### config.mk
export PLATFORM = sky130hd
export DESIGN_NAME = spi_req_arbiter
export DESIGN_NICKNAME = d
export VERILOG_FILES = /design/src/rtl/spi_req_arbiter.sv
export SDC_FILE = /design/constraint.sdc
export NUM_CORES = 1
export LEC_CHECK = 0
export CAP_MARGIN = 20
export CORE_ASPECT_RATIO = 0.7
export CORE_UTILIZATION = 46
export DETAILED_ROUTE_END_ITERATION = 12
export PLACE_DENSITY = 0.78
export SYNTH_ARGS = -nofsm -noshare
export SYNTH_HDL_FRONTEND = slang
export SYNTH_SLANG_ARGS = --single-unit
### constraint.sdc
create_clock -name clk -period 3.3 [get_ports clk]
set_input_delay 0.66 -clock clk [delete_from_list [all_inputs] [get_ports clk]]
set_output_delay 0.66 -clock clk [all_outputs]
set_load 0.01 [all_outputs]
### src/rtl/spi_req_arbiter.sv
// spi_req_arbiter: round-robin sharing of one spi_master among NREQ register-access clients
module spi_req_arbiter #(
  parameter int NREQ       = 4,
  parameter int START_HOLD = 10,
  parameter int GAP_CYC    = 16,
  parameter int TIMEOUT    = 4096
) (
  input  logic              clk,
  input  logic              rst,
  input  logic [NREQ-1:0]   req,
  input  logic [NREQ-1:0]   req_rw,
  input  logic [NREQ*8-1:0] req_addr,
  input  logic [NREQ*8-1:0] req_wdata,
  input  logic [9:0]        cfg_freq,
  output logic [NREQ-1:0]   gnt,
  output logic [NREQ-1:0]   ack,
  output logic [7:0]        rsp_rdata,
  output logic              rsp_err,
  output logic              busy,
  output logic [9:0]        spi_freq,
  output logic              spi_start_w,
  output logic              spi_start_r,
  output logic [7:0]        spi_addr,
  output logic [7:0]        spi_wdata,
  input  logic [7:0]        spi_rdata,
  input  logic              spi_done
);
  localparam int IW = (NREQ > 1) ? $clog2(NREQ) : 1;
  typedef enum logic [2:0] {IDLE, START, WAIT, RESP, GAP} state_t;
  state_t          state, state_n;
  logic [IW-1:0]   last_gnt, last_gnt_n, own, own_n, pick;
  logic [IW:0]     s;
  logic [7:0]      cnt, cnt_n;
  logic [15:0]     tcnt, tcnt_n;
  logic            done_q, done_rise;
  logic [NREQ-1:0] gnt_n, ack_n;
  logic [7:0]      rdata_n, addr_n, wdata_n;
  logic [9:0]      freq_n;
  logic            err_n, sw_n, sr_n;
  assign done_rise = spi_done & ~done_q;
  assign busy = (state != IDLE);
  // Search starts just after the last owner; the lowest offset with a request wins.
  always_comb begin
    pick = '0;
    s = '0;
    for (int k = NREQ - 1; k >= 0; k--) begin
      s = {1'b0, last_gnt} + (IW+1)'(k + 1);
      s = (s >= (IW+1)'(NREQ)) ? s - (IW+1)'(NREQ) : s;
      if (req[s[IW-1:0]]) pick = s[IW-1:0];
    end
  end
  always_comb begin
    state_n    = state;
    last_gnt_n = last_gnt;
    own_n      = own;
    cnt_n      = cnt;
    tcnt_n     = tcnt;
    gnt_n      = gnt;
    ack_n      = '0;
    rdata_n    = rsp_rdata;
    err_n      = rsp_err;
    freq_n     = spi_freq;
    sw_n       = spi_start_w;
    sr_n       = spi_start_r;
    addr_n     = spi_addr;
    wdata_n    = spi_wdata;
    case (state)
      IDLE: if (|req) begin
        state_n = START;
        own_n   = pick;
        gnt_n   = NREQ'(1) << pick;
        sr_n    = req_rw[pick];
        sw_n    = ~req_rw[pick];
        addr_n  = req_addr[8*pick +: 8];
        wdata_n = req_wdata[8*pick +: 8];
        freq_n  = cfg_freq;
        cnt_n   = '0;
      end
      START: if (cnt == 8'(START_HOLD - 1)) begin
        state_n = WAIT;
        sw_n    = 1'b0;
        sr_n    = 1'b0;
        tcnt_n  = '0;
      end else cnt_n = cnt + 8'd1;
      // A done edge on the expiry cycle still counts as a normal completion.
      WAIT: if (done_rise) begin
        state_n = RESP;
        ack_n   = gnt;
        rdata_n = spi_rdata;
        err_n   = 1'b0;
      end else if (tcnt == 16'(TIMEOUT - 1)) begin
        state_n = RESP;
        ack_n   = gnt;
        rdata_n = '0;
        err_n   = 1'b1;
      end else tcnt_n = tcnt + 16'd1;
      RESP: begin
        gnt_n      = '0;
        last_gnt_n = own;
        cnt_n      = '0;
        state_n    = (GAP_CYC == 0) ? IDLE : GAP;
      end
      GAP: if (cnt == 8'(GAP_CYC - 1)) state_n = IDLE;
      else cnt_n = cnt + 8'd1;
      default: state_n = IDLE;
    endcase
  end
  always_ff @(posedge clk or posedge rst) begin
    if (rst) begin
      state       <= IDLE;
      last_gnt    <= IW'(NREQ - 1);
      own         <= '0;
      cnt         <= '0;
      tcnt        <= '0;
      done_q      <= 1'b0;
      gnt         <= '0;
      ack         <= '0;
      rsp_rdata   <= '0;
      rsp_err     <= 1'b0;
      spi_freq    <= '0;
      spi_start_w <= 1'b0;
      spi_start_r <= 1'b0;
      spi_addr    <= '0;
      spi_wdata   <= '0;
    end else begin
      state       <= state_n;
      last_gnt    <= last_gnt_n;
      own         <= own_n;
      cnt         <= cnt_n;
      tcnt        <= tcnt_n;
      done_q      <= spi_done;
      gnt         <= gnt_n;
      ack         <= ack_n;
      rsp_rdata   <= rdata_n;
      rsp_err     <= err_n;
      spi_freq    <= freq_n;
      spi_start_w <= sw_n;
      spi_start_r <= sr_n;
      spi_addr    <= addr_n;
      spi_wdata   <= wdata_n;
    end
  end
endmodule

==> run summary, run 1 <==
status: finished clean
hold_ws: 0.473 ns
Hold Fails Final Rpt: 0
warnings from Yosys: 0
hpwl dp: 8790 um
clk_lat worst skew: 0.34 ns
FF/Latch Area: 0.00193 mm2
H-tree Lvls: 3
Syn Inst Count: 454
TritonRoute pass-1 iters: 5
Worst Clk Skew: 0.00843 ns
Setup TNS: 0 ns
row count: 28
multiplexer area fraction after synthesis: 6.10%
area share of the largest cell type after synthesis: 45.1%
largest cells by area after synthesis: dfrtp_1 45%, nand2_1 8.2%, mux2_2 5.1%
Tmin final: 2.63 ns
post-CTS sizing: 0
Antenna diodes: 0
Distinct cells, synth: 62
gpl congestion: 0.923
DR vias/cell: 5.64
Residual DRC: 0
core area: 0.00862 mm2
adder-cell share of the synthesized area: 0.901%
Setup WS pre-CTS: 0.128 ns
final worst-path setup slack: 0.666 ns
CTS Sinks: 77
most common cell after layout, fill and taps aside: clkdlybuf4s50_1
Initial DRC Count: 403
wire length per cell: 17.0 um
RSZ-0062 raised after global routing: no
largest net degree at the start of global routing: 30
clk slew on worst S/H paths: 0.06 ns
final worst-path cycle share: 79.8%
GR Util All Layers: 27.2%
CP arrival: 2.86 ns
sequential share of the synthesized area: 46.3%
Yosys reg bits: 77
VDD IR-drop max: 0.244 mV
pwr dens: 412 mW/mm2
proportion of layout cells with a drive suffix above 1: 10.8%
Avg Synthesized Cell Area: 9.17 um2
area growth from synthesis to layout: 43.7%
most frequent cells in the layout: 138 x clkdlybuf4s50_1, 91 x nand2_1, 75 x dfrtp_1
Async S/R FF share, synth: 100%
Setup Viol. Count Final: 0
CTS Buffer Depth: 2
Max Cap Viol: 0
worst-path maximum fanout: 24
EDFF count, synth: 0
first-pass GRT wire length: 19500 um
reg2reg setup slack: 0.93 ns
Pwr Total: 2.47 mW
Final Net Count: 681
Synth Area in Simple Gates: 24.1%
worst path required time: 3.52 ns
Hold Path Class: reg -> reg
crit end category: register
DIE HEIGHT: 81.6 um
Max Slew Vio Count: 0
DIE AREA: 0.00944 mm2
number of global-route vias before repair: 3882
Synth area leader: dfrtp_1
slew of the pin with the lowest slew margin: 0.973 ns
Highest Clock Rate: 380 MHz
CTS tree: built
Lkg Pwr: 2.52 nW
area of the mapped netlist: 0.00416 mm2
via count: 4004
routed wire length: 12100 um
Inserted Clock Buffers: 9
Fillers: 671
XOR/XNOR share of the synthesized area: 1.89%
worst setup path category: in -> reg
Die Width: 116 um
hold buffers post-CTS: 0
Routed Antenna Nets: 0
Initial Util: 48.3%
initial antenna violation count: 0
Worst slew margin: 35.0%
largest family of logic cells by synthesized area: simple AND/OR/NAND/NOR gates
Syn Nets: 550
I/O pin total: 139
root buffer cell: clkbuf_16
Synth Area in Compound Gates: 16.6%
total gr overflow: 0
Port Buffer Count: 138
multi-input logic area: 0.00207 mm2
CP Launch Type: primary input
Top FF cell, synth: dfrtp_1
Setup Buffers After CTS: 0
==> critical path, stage by stage <==
cell,delay (ns)
clkdlybuf4s50_1,0.56
o21ai_0,0.41
o221a_2,0.59
nor3_1,0.09
mux2_2,0.28
a311o_1,0.26
==> metal layers <==
layer	share of wire (%)	wire, um	track usage [%]
met2	48	5730	46.0
met4	1.3	159	7.31
met1	44	5360	35.4
met3	6.8	815	6.64
met5	0	0	0
==> per-stage QoR <==
| stage | utilization [%] | cell area (um2) | instances |
|---|---|---|---|
| after floorplan | - | 4160 | 454 |
| after global placement | 65.5 | 5650 | 693 |
| after detailed placement | 65.5 | 5650 | 693 |
| after CTS | 69.4 | 5980 | 709 |
| after global routing | 69.4 | 5980 | 710 |
| final | 69.4 | 5980 | 710 |
==> synth_stat cells (2+ instances only) <==
| cell | instances |
|---|---|
| o22ai_1 | 2 |
| nand2_1 | 91 |
| or4_2 | 2 |
| nor4_1 | 7 |
| nand4_1 | 7 |
| mux2i_1 | 4 |
| a22o_1 | 9 |
| dfstp_2 | 2 |
| or4_1 | 5 |
| o211a_1 | 3 |
| or2_2 | 2 |
| o21ai_0 | 23 |
| a31oi_1 | 2 |
| ha_1 | 3 |
| nor2b_1 | 5 |
| nand2b_1 | 2 |
| a221oi_1 | 14 |
| a21oi_1 | 22 |
| nor2_1 | 35 |
| dfrtp_1 | 75 |
| nand3_1 | 20 |
| xnor2_1 | 5 |
| clkbuf_1 | 14 |
| buf_2 | 12 |
| and3_1 | 3 |
| inv_1 | 12 |
| mux2_2 | 19 |
| or3_1 | 5 |
| or3b_1 | 2 |
| o31ai_1 | 5 |
| xor2_1 | 4 |
| nor3_1 | 3 |
| o211ai_1 | 6 |
==> registers in the layout, summed over array words and instances (netlist names), 2 cells and up <==
signal and count:
gnt 4, cnt 8, spi_addr 8, tcnt 16, rsp_rdata 8, ack 4
spi_wdata 8, spi_freq 10, own 2, last_gnt 2, state 3
==> final timing paths <==
check	cells past startpoint	start	endpoint
setup / recovery	6	req[1]	spi_start_w
hold / removal	2	own[0]	own[0]
setup reg to reg	5	state[0]	spi_addr[5]
hold reg to reg	2	own[0]	own[0]
max in group asynchronous	3	rst	last_gnt[0]
min in group asynchronous	2	rst	spi_freq[3]
==> logic make-up after synthesis <==
group,after synthesis
and+or+nand+nor,203
AOI/OAI and AO/OA,100
DFF,77
buffers and inverters,39
muxes,23
xor gates and xnor gates,9
adders and majority gates,3
==> final cells by class <==
class,count,share of cell area [%]
clock inverter,7,1.76
inverter,12,0.753
sequential,77,32.2
timing repair buffer,147,24.4
tap,120,2.51
multi-input combinational,338,34.6
clock buffer,9,3.76
==> where the power goes <==
part	leakage, nW	switching (mW)	internal (mW)
Clock	0.159	0.421	0.674
Sequential	0.947	0.0243	0.987
Combinational	1.41	0.143	0.217
Total	2.52	0.588	1.88
No activity file was read; power rests on OpenSTA's default activity.
==> run 2: changes to the inputs <==
==> constraint.sdc (replaced) <==
create_clock -name clk -period 2.5 [get_ports clk]
set_input_delay 0.5 -clock clk [delete_from_list [all_inputs] [get_ports clk]]
set_output_delay 0.5 -clock clk [all_outputs]
set_load 0.01 [all_outputs]
==> run summary, run 2 (synthesized netlist as in run 1, its figures left out) <==
status: finished clean (unchanged)
Worst slew margin: 59.3% (was 35.0%)
root buffer cell: clkbuf_16 (unchanged)
CTS tree: built (unchanged)
Initial DRC Count: 304 (was 403)
H-tree Lvls: 3 (unchanged)
final worst-path cycle share: 92.3%
wire length per cell: 17.2 um (was 17.0 um)
Tmin final: 2.31 ns
Final Net Count: 697 (was 681)
first-pass GRT wire length: 20100 um (was 19500 um)
crit path launch: state[2] (was req[1])
Net Sw Frac: 23.7% (was 23.8%)
clk slew on worst S/H paths: 0.06 ns (about the same)
most frequent cells in the layout: 138 x clkdlybuf4s50_1, 91 x nand2_1, 75 x dfrtp_1 (unchanged)
max reg flops: 16 (unchanged)
Top reg by flops: tcnt (unchanged)
Hold Fails Final Rpt: 0 (unchanged)
Area after DPL: 0.00581 mm2 (was 0.00565 mm2)
RSZ-0062 raised after global routing: no (unchanged)
Port Buffer Count: 138 (unchanged)
Setup Buffers After CTS: 0 (unchanged)
Worst Clk Skew: 0.00675 ns (was 0.00843 ns)
worst path required time: 2.00 ns (was 3.52 ns)
clk_lat worst skew: 0.34 ns (about the same)
Highest Clock Rate: 433 MHz
post-route design area: 0.00610 mm2 (was 0.00598 mm2)
proportion of layout cells with a drive suffix above 1: 13.1% (was 10.8%)
worst-path maximum fanout: 9 (was 24)
Antenna diodes: 0 (unchanged)
Comb pwr share: 15.9% (was 14.6%)
Setup TNS: 0 ns (unchanged)
crit-path cells: or3_1, clkdlybuf4s50_1 (was clkdlybuf4s50_1, o21ai_0, o221a_2, nor3_1, mux2_2, a311o_1)
leading registers by flop count: tcnt (16), spi_freq (10) (unchanged)
post-CTS sizing: 0 (unchanged)
Placed Cells: 710 (was 693)
Pwr Total: 3.11 mW (was 2.47 mW)
VDD IR-drop max: 0.352 mV (was 0.244 mV)
sequential fraction of design power: 42.9% (was 41.0%)
Die Width: 116 um (unchanged)
GR Util All Layers: 28.0% (was 27.2%)
DIE HEIGHT: 81.6 um (unchanged)
CP peak stage delay: 0.54 ns (was 0.59 ns)
worst setup path category: reg -> out (was in -> reg)
Worst R2R End: tcnt[14] (was spi_addr[5])
gpl congestion: 0.927 (was 0.923)
routed wire length: 12400 um (was 12100 um)
Max Cap Viol: 0 (unchanged)
Residual DRC: 0 (unchanged)
Max Slew Vio Count: 0 (unchanged)
CTS Buffer Depth: 2 (unchanged)
R2R Path Start: state[1] (was state[0])
Routed Antenna Nets: 0 (unchanged)
CP Launch Type: register (was primary input)
CP Capture Point: busy (was spi_start_w)
most common cell after layout, fill and taps aside: clkdlybuf4s50_1 (unchanged)
pwr dens: 510 mW/mm2 (was 412 mW/mm2)
Final Instance Count excl. Fillers: 725 (was 710)
total gr overflow: 0 (unchanged)
core area: 0.00862 mm2 (unchanged)
final core occ: 70.8% (was 69.4%)
I/O pin total: 139 (unchanged)
final worst-path setup slack: 0.192 ns (was 0.666 ns)
via count: 4118 (was 4004)
reg2reg setup slack: 0.24 ns (was 0.93 ns)
hpwl dp: 9060 um (was 8790 um)
Hold Path Class: in -> async (was reg -> reg)
hold buffers post-CTS: 0 (unchanged)
row count: 28 (unchanged)
Critical-path top delay cell: clkdlybuf4s50_1 (was o221a_2)
area growth from synthesis to layout: 46.5% (was 43.7%)
CP arrival: 1.81 ns (was 2.86 ns)
Initial Util: 48.3% (unchanged)
crit end category: primary output (was register)
Lkg Pwr: 2.59 nW (was 2.52 nW)
Setup Viol. Count Final: 0 (unchanged)
slew of the pin with the lowest slew margin: 0.610 ns (was 0.973 ns)
number of global-route vias before repair: 4053 (was 3882)
DIE AREA: 0.00944 mm2 (unchanged)
clock group share of total power: 41.2% (was 44.4%)
reg2reg path depth: 5 (unchanged)
hold_ws: 0.466 ns (was 0.473 ns)
Switching Power: 0.737 mW (was 0.588 mW)
internal power: 2.37 mW (was 1.88 mW)
Fillers: 687 (was 671)
Setup WS pre-CTS: -0.0144 ns (was 0.128 ns)
TritonRoute pass-1 iters: 5 (unchanged)
Inserted Clock Buffers: 9 (unchanged)
CTS Sinks: 77 (unchanged)
DR vias/cell: 5.68 (was 5.64)
initial antenna violation count: 0 (unchanged)
largest net degree at the start of global routing: 44 (was 30)
## run 2: cell types whose count changed in the layout (fill, tap and decap cells not counted), sizes merged
| cell | change |
|---|---|
| buf | +16 |
| bufinv | -1 |
| clkinv | +3 |
| inv | -3 |
## run 2: worst min path at each step
stage              endpoint
2_1_floorplan        own[0]
3_3_place_gp    spi_freq[4]
3_5_place_dp    spi_freq[0]
4_1_cts         spi_freq[6]
5_1_grt        rsp_rdata[1]
6_report        spi_freq[6]
## run 2: per-layer routing
layer | up-vias | wire [um] | global-route usage [%]
met1 | 1999 | 5580 | 36.1
met3 | 22 | 908 | 8.04
met4 | 0 | 270 | 10.4
met2 | 169 | 5680 | 45.1
met5 | - | 0 | 0
li1 | 1928 | - | -
## run 2: power by group through the flow
stage	Sequential (mW)	Combinational, mW	Clock (mW)
2_1_floorplan	1.38	0.145	0
3_3_place_gp	1.35	0.485	0
3_5_place_dp	1.36	0.494	0
4_1_cts	1.33	0.496	1.31
5_1_grt	1.34	0.529	1.36
6_report	1.33	0.494	1.28
## run 2: cell type report
| cell class | count | area [um2] | share of cell area (%) |
|---|---|---|---|
| Clock buffer | 9 | 225 | 3.69 |
| Clock inverter | 6 | 65.1 | 1.07 |
| Inverter | 12 | 45.0 | 0.738 |
| Multi-Input combinational cell | 338 | 2070 | 33.9 |
| Sequential cell | 77 | 1930 | 31.6 |
| Tap cell | 120 | 150 | 2.46 |
| Timing Repair Buffer | 163 | 1620 | 26.5 |
## run 2: critical path: cells and delay by family, from the launching register on
| kind | cells | cell delay (ns) |
|---|---|---|
| buffers and inverters | 1 | 0.54 |
| DFF | 1 | 0.48 |
| and+or+nand+nor | 1 | 0.46 |
